--- config.mk ---
export PLATFORM = sky130hd
export DESIGN_NAME = ifetch_queue_param
export DESIGN_NICKNAME = d
export VERILOG_FILES = /design/src/rtl/ifetch_queue_param.sv
export SDC_FILE = /design/constraint.sdc
export NUM_CORES = 1
export LEC_CHECK = 0
export BUFFER_PORTS_ARGS = -buffer_cell sky130_fd_sc_hd__buf_4
export CAP_MARGIN = 20
export CORE_MARGIN = 3
export CORE_UTILIZATION = 35
export CTS_CLUSTER_SIZE = 10
export DETAILED_ROUTE_END_ITERATION = 7
export SLEW_MARGIN = 20
export SYNTH_ARGS = -nofsm -noshare
export SYNTH_HDL_FRONTEND = slang
export SYNTH_SLANG_ARGS = --single-unit
--- constraint.sdc ---
create_clock -name clk -period 4.71 [get_ports clk]
set_clock_uncertainty 0.15 [all_clocks]
set_input_delay 0.471 -clock clk [delete_from_list [all_inputs] [get_ports clk]]
set_output_delay 0.471 -clock clk [all_outputs]
set_load 0.005 [all_outputs]
--- src/rtl/ifetch_queue_param.sv ---
`timescale 1ns/1ps
`default_nettype none
// ============================================================================
// Module      : ifetch_queue_param
// Description : Instruction-fetch front end. Requests aligned blocks from the
//               I-cache, buffers them in a circular block queue and presents
//               one instruction per cycle with its PC to decode.
// Revision    : 1.0 - initial release
// ============================================================================
module ifetch_queue_param #(
  parameter int DATA_WIDTH      = 32,
  parameter int ADDRESS_WIDTH   = 32,
  parameter int WORDS_PER_BLOCK = 4,
  parameter int IFQ_DEPTH       = 4
) (
  input  logic                                  clk,
  input  logic                                  reset,
  input  logic                                  Read_enable,
  input  logic                                  jump_branch_valid,
  input  logic [ADDRESS_WIDTH-1:0]              jump_branch_address,
  output logic                                  icache_req,
  output logic [ADDRESS_WIDTH-1:0]              icache_addr,
  input  logic                                  icache_rdata_valid,
  input  logic [WORDS_PER_BLOCK*DATA_WIDTH-1:0] icache_rdata,
  output logic [DATA_WIDTH-1:0]                 instruction,
  output logic [ADDRESS_WIDTH-1:0]              PC_out,
  output logic                                  instr_valid,
  output logic                                  empty,
  output logic                                  full
);

  localparam int                       c_OFFW     = $clog2(WORDS_PER_BLOCK);
  localparam int                       c_PW       = $clog2(IFQ_DEPTH);
  localparam logic [c_PW:0]            c_DEPTH    = (c_PW+1)'(IFQ_DEPTH);
  localparam logic [ADDRESS_WIDTH-1:0] c_OFF_MASK = ADDRESS_WIDTH'(WORDS_PER_BLOCK - 1);
  localparam logic [ADDRESS_WIDTH-1:0] c_BLK_INC  = ADDRESS_WIDTH'(WORDS_PER_BLOCK);

  typedef enum logic [1:0] {
    S_IDLE = 2'd0,
    S_WAIT = 2'd1,
    S_DROP = 2'd2
  } state_t;

  state_t                     r_state;
  state_t                     w_state_nxt;
  logic [ADDRESS_WIDTH-1:0]   r_fetch_pc;
  logic [ADDRESS_WIDTH-1:0]   r_pc;
  logic [c_PW:0]              r_wp;
  logic [c_PW:0]              r_rp;
  logic [c_PW:0]              r_count;
  logic [c_OFFW-1:0]          r_offset;
  logic [DATA_WIDTH-1:0]      r_mem [IFQ_DEPTH][WORDS_PER_BLOCK];

  logic                       w_req;
  logic                       w_push;
  logic                       w_pop;
  logic                       w_blk_pop;
  logic                       w_empty;
  logic [DATA_WIDTH-1:0]      w_head;

  always_comb begin
    w_empty     = (r_count == '0);
    w_req       = (r_state == S_IDLE) && (r_count != c_DEPTH) && !jump_branch_valid;
    w_push      = (r_state == S_WAIT) && icache_rdata_valid && !jump_branch_valid;
    w_pop       = Read_enable && !w_empty && !jump_branch_valid;
    w_blk_pop   = w_pop && (r_offset == '1);
    w_state_nxt = r_state;
    case (r_state)
      S_IDLE: if (w_req) w_state_nxt = S_WAIT;
      // A response arriving together with a flush completes the request,
      // so only a still-pending request needs to be drained in DROP.
      S_WAIT: begin
        if (icache_rdata_valid)     w_state_nxt = S_IDLE;
        else if (jump_branch_valid) w_state_nxt = S_DROP;
      end
      S_DROP: if (icache_rdata_valid) w_state_nxt = S_IDLE;
      default: w_state_nxt = S_IDLE;
    endcase
  end

  always_ff @(posedge clk or negedge reset) begin
    if (!reset) begin
      r_state    <= S_IDLE;
      r_fetch_pc <= '0;
      r_pc       <= '0;
      r_wp       <= '0;
      r_rp       <= '0;
      r_count    <= '0;
      r_offset   <= '0;
    end else begin
      r_state <= w_state_nxt;
      if (jump_branch_valid) begin
        r_wp       <= '0;
        r_rp       <= '0;
        r_count    <= '0;
        r_offset   <= jump_branch_address[c_OFFW-1:0];
        r_fetch_pc <= jump_branch_address & ~c_OFF_MASK;
        r_pc       <= jump_branch_address;
      end else begin
        if (w_push) begin
          r_wp       <= r_wp + 1'b1;
          r_fetch_pc <= r_fetch_pc + c_BLK_INC;
        end
        if (w_pop) begin
          r_offset <= r_offset + 1'b1;
          r_pc     <= r_pc + 1'b1;
        end
        if (w_blk_pop) r_rp <= r_rp + 1'b1;
        if (w_push && !w_blk_pop)      r_count <= r_count + 1'b1;
        else if (!w_push && w_blk_pop) r_count <= r_count - 1'b1;
      end
    end
  end

  always_ff @(posedge clk) begin
    if (w_push) begin
      for (int i = 0; i < WORDS_PER_BLOCK; i++) begin
        r_mem[r_wp[c_PW-1:0]][i] <= icache_rdata[i*DATA_WIDTH +: DATA_WIDTH];
      end
    end
  end

  assign w_head      = r_mem[r_rp[c_PW-1:0]][r_offset];
  // The request strobe is forced low while reset is held.
  assign icache_req  = w_req && reset;
  assign icache_addr = r_fetch_pc;
  assign PC_out      = r_pc;
  assign instruction = w_empty ? '0 : w_head;
  assign instr_valid = !w_empty;
  assign empty       = w_empty;
  assign full        = (r_count == c_DEPTH);

endmodule
`default_nettype wire
# Word level (Yosys, flattened, before mapping)
# Memory sizes are Yosys's and may differ from the RTL's.
# Cells that the tools add are included.
# totals
reg_bits,77
mem_bits_rw,512
in_bits,165
output_inout_bits,100
elab_cells,70
memories,1
# mem_list
memory,words,width,rd,rd_ports_with_merged_regs,write_ports,line_no,source
r_mem,4,128,1,0,1,52,logic [DATA_WIDTH-1:0] r_mem [IFQ_DEPTH][WORDS_PER_BLOCK];
# op_classes
add_sub_neg,7
magnitude_cmp,1
n_eq_ne,8
muxes,24
bitwise_logic,1
n_reduce_logical,21
# op_table
operator,n
32-bit two-way mux,7
32-bit binary-select mux with 2-bit select,1
"32-bit by 1-bit adder with 32-bit output, second input constant",1
"32-bit by 3-bit adder with 32-bit output, second input constant",1
3-bit two-way mux,7
2-bit two-way mux,6
1-bit logical AND,10
"3-bit by 1-bit adder with 3-bit output, second input constant",3
"3-bit inequality test, second input constant",2
2-bit one-hot mux with 3 select lines,1
2-bit nonzero test,3
"2-bit equality test, second input constant",2
1-bit zero test,4
"2-bit inequality test, second input constant",2
"3-bit equality test, second input constant",1
"3-bit greater-or-equal comparator, second input constant",1
3-bit zero test,1
2-bit NOT with 3-bit output,1
3-bit AND reduction,1
3-bit nonzero test,1
"3-bit by 1-bit subtractor with 3-bit output, second input constant",1
"2-bit by 1-bit adder with 2-bit output, second input constant",1
"2-bit by 1-bit equality test with 1-bit output, second input constant",1
2-bit zero test,1
1-bit two-way mux,2

# Longest topological paths before layout
# Gate-level depths: netlist of the first run.
# logic_depth
word_depth,9
depth_mapped,8
ltp_nobuf,7

# Least setup slack after synthesis of the first run
# Ideal clock, no wire load.
# synth_timing
kind,input-to-reg
start,input jump_branch_valid
end,"memory r_mem[0][0] (netlist bit), enable pin"
setup_time_ps,503
t_arrival_ps,4206
required_ps,4057
setup_slack_ps,-149
stages,5
path_buffers,3
path_cell_list,clkbuf_1 > clkbuf_1 > clkbuf_1 > nor2_1 > and2_1
# synth_between
elab_chain_cells,4
# synth_lines
element,line_no,source
start: declaration,19,"input logic jump_branch_valid,"
1-bit zero test,64,w_push = (r_state == S_WAIT) && icache_rdata_valid && !jump_branch_valid;
1-bit logical AND,64,
1-bit two-way mux,116,if (w_push) begin
1-bit two-way mux (not written as such),118,r_mem[r_wp[c_PW-1:0]][i] <= icache_rdata[i*DATA_WIDTH +: DATA_WIDTH];
end: declaration,52,
# No other way between the ends.

# Worst setup path after layout of the first run
# layout_timing
start,register r_rp[0]
end,output instruction[1]
# layout_between
elab_chain_cells,5
# layout_lines
element,line_no,source
start: declaration,49,logic [c_PW:0] r_rp;
start signal: assignment,108,if (w_blk_pop) r_rp <= r_rp + 1'b1;
memory read 4 x 128 bit,-,
32-bit binary-select mux with 2-bit select,123,assign w_head = r_mem[r_rp[c_PW-1:0]][r_offset];
32-bit two-way mux (not written as such) (2 in a row),123,
32-bit two-way mux,128,assign instruction = w_empty ? '0 : w_head;
end: declaration,25,"output logic [DATA_WIDTH-1:0] instruction,"
# No other way between the ends. The select of a mux whose other input is x is not followed.

==> results.ini, run 1 <==
[job]
cap_violations = 0

[timing]
holdWs_ps = 34.7
max_freq_ghz = 0.263
finalCriticalPeriod_ps = 3810
max_slew_margin_pct = 33.7
setup_viol = 0
worstMarginPinSlew_ps = 995
fin_tns_setup_ps = 0
hold_violations = 0
setup_ws_ps = 901
rsz0062_at_grt = no
period_share_pct = 80.9
final_max_slew_viol_count = 0

[worst_setup_path]
cp_top_family = flip-flops
startpoint_type = flip-flop
critPathMostFrequentCell = buf_12
path_buf_inv = 3
slowest_delay_ps = 850
crit_path_end_kind = output port
cp.required_ps = 4090
crit_type = flip-flop to output port
cp.depth = 6
cp.arrival_ps = 3190
critPathMaxFanout = 42
critPathSlowestCell = dfrtp_4
cp_cell_sequence = buf_12, buf_12, mux4_2, mux2i_1, o32ai_1, buf_4
rr_worst_depth = 7

[synth]
synth.most_common_cell = edfxtp_1
syn_area_sq_um = 24000
syn-mean-instance-area_sq_um = 17.7
async_flop_share_pct = 12.5
seq_area_frac_synth_pct = 71.8
yosys-top-cells-count = 512 x edfxtp_1, 106 x mux4_2, 93 x mux2i_1
yosysTopAreaCellShare_pct = 64.2
yosysTopAreaCell = edfxtp_1
yosysWarnings = 0
synth_cells = 1353
netlist-cell-type-count = 57
ys_seq_elements = 585
ys.flop_type = edfxtp_1
synth_edf_count = 512
synth_area_leaders = edfxtp_1 64%, mux4_2 10%, dfrtp_1 7.6%

[placed_design]
hpwl_um = 39700
gp_congestion = 0.883
place_ws_ps = 1410
port_buffers = 262
place_inst = 2440

[global_route]
grt_first_pass_wirelength_um = 91600
antenna_found_initial = 13
grt_max_degree = 77
grt_usage_pct = 16.9
grt_overflow = 0
grt_pass1_vias = 14700

[clock_network]
clk_latency_ps = 610
cts_setup_buffers = 0
htreeDepth = 3
cts_num_sinks = 585
numCtsBuffers = 70
path_clk_slew_ps = 60
cts_max_path_buffers = 3
cts_tree = done
root_buffer = clkbuf_16

[routing]
drt_wl_total_um = 61000
dr.first_iter.drc_count = 1189
dr_total_vias = 14400
viasPerCell = 5.33
antenna_left = 0
wl_per_cell_um = 22.6
drc = 0
drt_first_pass_iters = 5

[finish]
multi_input_comb_area_sq_um = 6420
drive_gt1_share_pct = 28.3
area_growth_pct = 27.6
utilization_pct = 45.3
seqCellArea_sq_um = 17200
final-instance-count-excl-fill = 2698
fillCellCount = 5817
final_nets = 1960

[floorplanning]
die_x_um = 268
die_h_um = 268
die_area_sq_um = 71600
ios = 265
num_rows = 95
initial_core_util_pct = 35.5
core_area_sq_um = 67500

[power]
leakagePower_nw = 10.5
powerDensity_nw_per_um2 = 406
ir_drop_mv = 0.326

[min_path]
min_path_type = input pin to flip-flop
hold_depth = 3

[run_status]
outcome = complete, no violations

[sequential cells by signal, summed over array words and instances (netlist names)]
register,cells
r_wp,2
r_offset,2
r_state,2
PC_out,32
r_mem,512
icache_addr,30
r_count,3
r_rp,2
[kinds of logic (layout without fill, tap and decap cells)]
family	count (synthesis)	in the layout	synth area share, %
compound gates	164	164	4.53
simple gates	266	266	6.13
xor+xnor	22	22	0.804
other cells	1	13	0.0157
fa+ha+maj	8	8	0.449
buf+inv	89	549	1.53
flops	585	585	71.8
mux	218	218	14.7
[through the flow]
stage | cell area, sq um | power (W)
finish | 30600 | 0.0124
global route | 30500 | 0.0129
CTS | 30500 | 0.0126
detailed placement | 27000 | 0.00759
global placement | 27000 | 0.00756
floorplan | 24000 | 0.00681
[report_power, final]
group,internal (W),switching (W)
combinational,0.000805,0.000790
clock,0.00278,0.00204
sequential,0.00578,0.000210
total,0.00936,0.00304
[cell type report]
cell class,count,share of cell area (%)
inverters,13,0.160
flip-flops and latches,585,56.3
clock inverters,8,0.487
diodes,11,0.0901
well taps,873,3.57
multi-input cells,680,21.0
clock buffers,91,6.09
repair buffers,437,12.3
[per-layer routing]
layer	share of wire [%]	up-vias	wire [um]	track usage (%)
li1	-	6421	-	-
met4	2.0	12	1200	4.17
met2	48	545	29400	27.6
met5	0.13	-	77	0
met3	7.2	110	4410	4.38
met1	42	7297	25900	22.6
[worst paths after layout]
kind | from | end | slack [ps]
max in group asynchronous | reset | r_offset[0]$_DFFE_PN0P_ | 3210
setup reg to reg | r_offset[0]$_DFFE_PN0P_ | r_count[2]$_DFFE_PN0P_ | 1610
hold / removal | jump_branch_address[23] | PC_out[23]$_DFFE_PN0P_ | 30
hold reg to reg | r_state[1]$_DFFE_PN0P_ | r_state[0]$_DFFE_PN0P_ | 420
min in group asynchronous | reset | icache_addr[10]$_DFFE_PN0N_ | 190
setup / recovery | r_rp[0]$_DFFE_PN0P_ | instruction[1] | 900
[layout by cell type (no fill, tap or decap), types with 32 or more instances in the layout]
| cell | Yosys | layout |
|---|---|---|
| mux4_2 | 106 | 106 |
| dlygate4sd3_1 | 0 | 148 |
| nand2_1 | 36 | 36 |
| edfxtp_1 | 512 | 512 |
| nor3_1 | 33 | 33 |
| buf_4 | 2 | 281 |
| mux2i_1 | 93 | 93 |
| a211oi_1 | 32 | 32 |
| nor2_1 | 55 | 55 |
| dfrtp_1 | 73 | 70 |
| clkbuf_16 | 0 | 71 |
[repair_timing]
item	4_1_cts	5_1_grt
gates resized for setup	0	0
hold endpoints to repair	574	0
hold buffers	148	0
[worst reg2reg max path: cells and delay by family, from the launching register on]
kind / cells / cell delay [ps]
adder cells (fa/ha/maj): 2 / 690
AO/OA/AOI/OAI: 3 / 620
flip-flops: 1 / 1050
AND/OR/NAND/NOR: 2 / 510
Note: power is estimated with default switching activity, not from simulation.
==> inputs of run 2 (changes only) <==
- clock period: 4.71 -> 4 ns (I/O delays scaled with it)
==> results.ini, run 2 (same netlist as run 1, synthesis figures left out) <==
[finish]
largest_reg_flops = 512  ; unchanged
drive_gt1_share_pct = 28.4  ; was 28.3%
final_common_cell = edfxtp_1  ; unchanged
final_cell_mix = 512 x edfxtp_1, 281 x buf_4, 157 x dlygate4sd3_1, 106 x mux4_2, 93 x mux2i_1  ; was 512 x edfxtp_1, 281 x buf_4, 148 x dlygate4sd3_1, 106 x mux4_2, 93 x mux2i_1
area_growth_pct = 28.5  ; was 27.6%
final-instance-count-excl-fill = 2706  ; was 2,698
final_nets = 1972  ; was 1,960

[min_path]
min_path_type = input pin to flip-flop  ; unchanged

[timing]
holdWs_ps = 55.2  ; was 34.7 ps
hold_violations = 0  ; unchanged
setup_viol = 0  ; unchanged
max_slew_margin_pct = 37.6  ; was 33.7%
final_max_slew_viol_count = 0  ; unchanged
worstMarginPinSlew_ps = 936  ; was 995 ps
rsz0062_at_grt = no  ; unchanged
period_share_pct = 85.9
fin_tns_setup_ps = 0  ; unchanged
finalCriticalPeriod_ps = 3440
max_freq_ghz = 0.291

[clock_network]
hold_buffers = 157  ; was 148
clk_latency_ps = 600  ; was 610 ps
cts_num_sinks = 585  ; unchanged
cts_setup_buffers = 0  ; unchanged
numCtsBuffers = 70  ; unchanged
cts_max_path_buffers = 3  ; unchanged
cts_tree = done  ; unchanged
path_clk_slew_ps = 50  ; was 60 ps
root_buffer = clkbuf_16  ; unchanged
htreeDepth = 3  ; unchanged
cts.repair.resized = 0  ; unchanged

[floorplanning]
die_h_um = 268  ; unchanged
die_x_um = 268  ; unchanged
ios = 265  ; unchanged
core_area_sq_um = 67500  ; unchanged
initial_core_util_pct = 35.5  ; unchanged
num_rows = 95  ; unchanged
die_area_sq_um = 71600  ; unchanged

[worst_setup_path]
crit_path_end_kind = output port  ; unchanged
startpoint_type = flip-flop  ; unchanged
critPathMaxFanout = 32  ; was 42
cp.required_ps = 3450  ; was 4090 ps
crit_type = flip-flop to output port  ; unchanged
cp.arrival_ps = 2890  ; was 3190 ps

[routing]
wl_per_cell_um = 22.7  ; was 22.6 um
drt_wl_total_um = 61400  ; was 61,000 um
viasPerCell = 5.27  ; was 5.33
met2_length_um = 29100  ; was 29,400 um
drc = 0  ; unchanged
drt_first_pass_iters = 6  ; was 5
dr_total_vias = 14300  ; was 14,400
dr.first_iter.drc_count = 1120  ; was 1,189
top_layer = met5  ; unchanged
wl_met3_um = 4720  ; was 4410 um
drt-met1-wl_um = 26400  ; was 25,900 um
antenna_left = 0  ; unchanged

[global_route]
grt_max_degree = 129  ; was 77
grt_pass1_vias = 14900  ; was 14,700
grt_usage_pct = 17.1  ; was 16.9%
grt_overflow = 0  ; unchanged
grt_first_pass_wirelength_um = 92500  ; was 91,600 um
antenna_found_initial = 12  ; was 13

[placed_design]
hpwl_um = 39800  ; was 39,700 um
gp_congestion = 0.895  ; was 0.883
place_inst = 2443  ; was 2,440
port_buffers = 262  ; unchanged

[job]
cap_violations = 0  ; unchanged

[power]
ir_drop_mv = 0.386  ; was 0.326 mV
leakagePower_nw = 10.6  ; was 10.5 nW
powerDensity_nw_per_um2 = 479  ; was 406 nW/um^2

[run_status]
outcome = complete, no violations  ; unchanged

==> run 2: cell types whose count changed in the layout (fill, tap and decap cells not counted), sizes merged <==
cell,previous run,this run
buf,289,292
bufinv,0,1
clkbuf,91,89
clkinv,6,10
diode,11,6
dlygate4sd3,148,157
inv,15,13
==> run 2: path summary, 6_finish.rpt <==
kind,start,end,slack (ps),cells after the start
min in group asynchronous,reset,r_rp[0]$_DFFE_PN0P_,130,2
worst min register to register,r_wp[1]$_DFFE_PN0N_,r_wp[1]$_DFFE_PN0N_,440,2
max in group asynchronous,reset,r_rp[1]$_DFFE_PN0P_,2470,3
worst max register to register,icache_addr[2]$_DFFE_PN0N_,icache_addr[24]$_DFFE_PN0N_,1310,5
worst max-delay path,r_rp[1]$_DFFE_PN0P_,instruction[10],560,5
worst min-delay path,jump_branch_address[17],PC_out[17]$_DFFE_PN0P_,60,3
==> run 2: power breakdown <==
group / switching [W] / leakage (nW) / internal [W] / total [W]
sequential: 0.000187 / 5.47 / 0.00681 / 0.00699
clock: 0.00244 / 0.995 / 0.00334 / 0.00579
combinational: 0.000996 / 4.14 / 0.000957 / 0.00195
total: 0.00363 / 10.6 / 0.0111 / 0.0147
==> run 2: final cells by class <==
class                      instances  area, sq um
multi-input combinational        680         6420
timing repair buffer             449         3900
inverter                          13         48.8
antenna                            6         15.0
fill                            5863        36700
tap                              873         1090
clock buffer                      89         1850
clock inverter                    11          225
sequential                       585        17200
==> run 2: per-stage QoR <==
step,area (sq um),power [W],worst slack [ps],util (%)
finish,30800,0.0147,564,45.6
global route,30800,0.0153,371,45.6
CTS,30800,0.0149,498,45.6
detailed placement,27100,0.00895,1180,40.2
global placement,27100,0.00893,1170,40.2
floorplan,24000,0.00802,644,-
==> run 2: layer usage <==
layer / up-vias / GRT usage (%)
met5: - / 0
met2: 497 / 27.7
met3: 84 / 4.58
met1: 7259 / 23.1
met4: 12 / 4.13
li1: 6412 / -
==> run 2: worst max-delay path, stage by stage, from the launching register on <==
cell and delay, ps:
dfrtp_4 690, inv_2 500, buf_4 450, mux2i_1 260
o22ai_1 160, buf_4 200
==> inputs of run 3 (changes only) <==
- clock period: 4 -> 4.25 ns (I/O delays scaled with it)
==> results.ini, run 3 (same netlist as run 1, synthesis figures left out) <==
[placed_design]
place_ws_ps = 1220  ; was 1180 ps
gp_congestion = 0.873  ; was 0.895
place_inst = 2446  ; was 2,443
port_buffers = 262  ; unchanged
place_area_sq_um = 27100  ; about the same
hpwl_um = 39500  ; was 39,800 um

[power]
clockPowerShare_pct = 39.6  ; was 39.3%
ir_drop_mv = 0.400  ; was 0.386 mV
pwr-share-comb_pct = 13.0  ; was 13.3%
powerDensity_nw_per_um2 = 453  ; was 479 nW/um^2
p_switching_w = 0.00342  ; was 0.00363 W
power_frac_seq_pct = 47.4  ; was 47.5%
leakagePower_nw = 10.6  ; about the same
power.total_w = 0.0139  ; was 0.0147 W
internal_power_w = 0.0105  ; was 0.0111 W
swShare_pct = 24.5  ; was 24.6%

[worst_setup_path]
crit_path_end_kind = output port  ; unchanged
cp.required_ps = 3670  ; was 3450 ps
r2r_setup_slack_ps = 1430  ; was 1310 ps
cp_cell_sequence = buf_4, mux4_2, mux2i_1, o32ai_1, buf_4  ; was inv_2, buf_4, mux2i_1, o22ai_1, buf_4
critPathMostFrequentCell = buf_4  ; unchanged
startpoint_type = flip-flop  ; unchanged
critPathSlowestCell = dfrtp_4  ; unchanged
crit_type = flip-flop to output port  ; unchanged
r2r_end = icache_addr[30]$_DFFE_PN0N_  ; was icache_addr[24]$_DFFE_PN0N_
slowest_delay_ps = 780  ; was 690 ps
crit-reg2reg-launch = icache_addr[2]$_DFFE_PN0N_  ; unchanged
critPathMaxFanout = 24  ; was 32
cp.arrival_ps = 3030  ; was 2890 ps
rr_worst_depth = 5  ; unchanged

[global_route]
grtUsageMet3_pct = 4.17  ; was 4.58%
use_met2_pct = 27.7  ; about the same
antenna_found_initial = 18  ; was 12
grt_first_pass_wirelength_um = 90900  ; was 92,500 um
busiest_layer = met2  ; unchanged
gr-usage-met1_pct = 22.5  ; was 23.1%
grt_overflow = 0  ; unchanged
grt_max_degree = 74  ; was 129
grt_pass1_vias = 14600  ; was 14,900
grt_usage_pct = 16.8  ; was 17.1%

[finish]
fin_area_sq_um = 30800  ; about the same
final_cell_mix = 512 x edfxtp_1, 286 x buf_4, 155 x dlygate4sd3_1, 106 x mux4_2, 93 x mux2i_1  ; was 512 x edfxtp_1, 281 x buf_4, 157 x dlygate4sd3_1, 106 x mux4_2, 93 x mux2i_1
area_growth_pct = 28.6  ; was 28.5%
final_common_cell = edfxtp_1  ; unchanged
largest_reg_flops = 512  ; unchanged
final-instance-count-excl-fill = 2712  ; was 2,706
final_nets = 1975  ; was 1,972
drive_gt1_share_pct = 28.7  ; was 28.4%

[routing]
drt_first_pass_iters = 7  ; was 6
drt_wl_total_um = 60700  ; was 61,400 um
drc = 0  ; unchanged
antenna_left = 0  ; unchanged
wl_per_cell_um = 22.4  ; was 22.7 um
viasPerCell = 5.28  ; was 5.27
dr_total_vias = 14300  ; about the same
dr.first_iter.drc_count = 1239  ; was 1,120

[floorplanning]
die_x_um = 268  ; unchanged
die_h_um = 268  ; unchanged
ios = 265  ; unchanged
initial_core_util_pct = 35.5  ; unchanged
core_area_sq_um = 67500  ; unchanged
die_area_sq_um = 71600  ; unchanged
num_rows = 95  ; unchanged

[clock_network]
cts_max_path_buffers = 3  ; unchanged
htreeDepth = 3  ; unchanged
clk_latency_ps = 610  ; was 600 ps
root_buffer = clkbuf_16  ; unchanged
cts_tree = done  ; unchanged
path_clk_slew_ps = 50  ; about the same
numCtsBuffers = 72  ; was 70
cts_num_sinks = 585  ; unchanged

[timing]
final_max_slew_viol_count = 0  ; unchanged
setup_ws_ps = 644  ; was 564 ps
finalCriticalPeriod_ps = 3610
period_share_pct = 84.9
fin_tns_setup_ps = 0  ; unchanged
hold_violations = 0  ; unchanged
setup_viol = 0  ; unchanged
max_freq_ghz = 0.277
rsz0062_at_grt = no  ; unchanged
worstMarginPinSlew_ps = 1030  ; was 936 ps
max_slew_margin_pct = 31.0  ; was 37.6%

[min_path]
hold_depth = 3  ; unchanged
holdPathEnd = PC_out[19]$_DFFE_PN0P_  ; was PC_out[17]$_DFFE_PN0P_
hp-start = jump_branch_address[19]  ; was jump_branch_address[17]
min_path_type = input pin to flip-flop  ; unchanged

[job]
cap_violations = 0  ; unchanged

[run_status]
outcome = complete, no violations  ; unchanged

==> run 3: changes by cell type in the layout (fill, tap and decap cells not counted), moves of 2 or more <==
cell           delta
buf_12            -2
buf_4             +5
clkbuf_1          -4
clkbuf_16         +2
clkinv_8          -2
diode_2           +5
dlygate4sd3_1     -2
inv_16            +2
==> run 3: per-stage QoR <==
stage,util [%],hold WS [ps]
3_3_place_gp,40.1,147
4_1_cts,45.6,12.5
2_1_floorplan,-,-20.6
6_report,45.6,46.0
3_5_place_dp,40.1,154
5_1_grt,45.6,55.1
==> run 3: power groups by stage <==
stage | Clock [W] | Sequential [W] | Combinational, W
final | 0.00553 | 0.00660 | 0.00181
after global placement | 0 | 0.00671 | 0.00169
after global routing | 0.00592 | 0.00662 | 0.00197
after CTS | 0.00569 | 0.00660 | 0.00184
after detailed placement | 0 | 0.00672 | 0.00171
after floorplan | 0 | 0.00663 | 0.000919
==> run 3: timing repair <==
item                      CTS  global route
hold endpoints to repair  570             0
hold buffers              155             0
setup buffers               0             0
resized for setup           0             0
==> run 3: cell type report <==
class	instances	area, sq um
tap	873	1090
clock inverter	14	253
timing repair buffer	450	3880
antenna	11	27.5
inverter	13	48.8
fill	5856	36700
multi-input combinational	680	6420
sequential	585	17200
clock buffer	86	1870
==> run 3: critical path, delay by kind of cell, from the launching register on <==
family	cells	cell delay (ps)
buf+inv	2	580
mux	2	870
flops	1	780
compound gates	1	170
==> run 3: worst max path at each step <==
stage / end / start
finish: instruction[1] / r_rp[0]$_DFFE_PN0P_
global route: instruction[1] / r_rp[0]$_DFFE_PN0P_
CTS: instruction[20] / r_rp[0]$_DFFE_PN0P_
detailed placement: instruction[20] / r_rp[0]$_DFFE_PN0P_
global placement: instruction[20] / r_rp[0]$_DFFE_PN0P_
floorplan: r_mem[0][0]$_DFFE_PP_ / jump_branch_valid
==> run 3: per-layer routing <==
metal	vias to the layer above	wire length, um
met5	-	54
met3	102	4590
li1	6438	-
met2	505	29000
met4	10	1280
met1	7271	25700
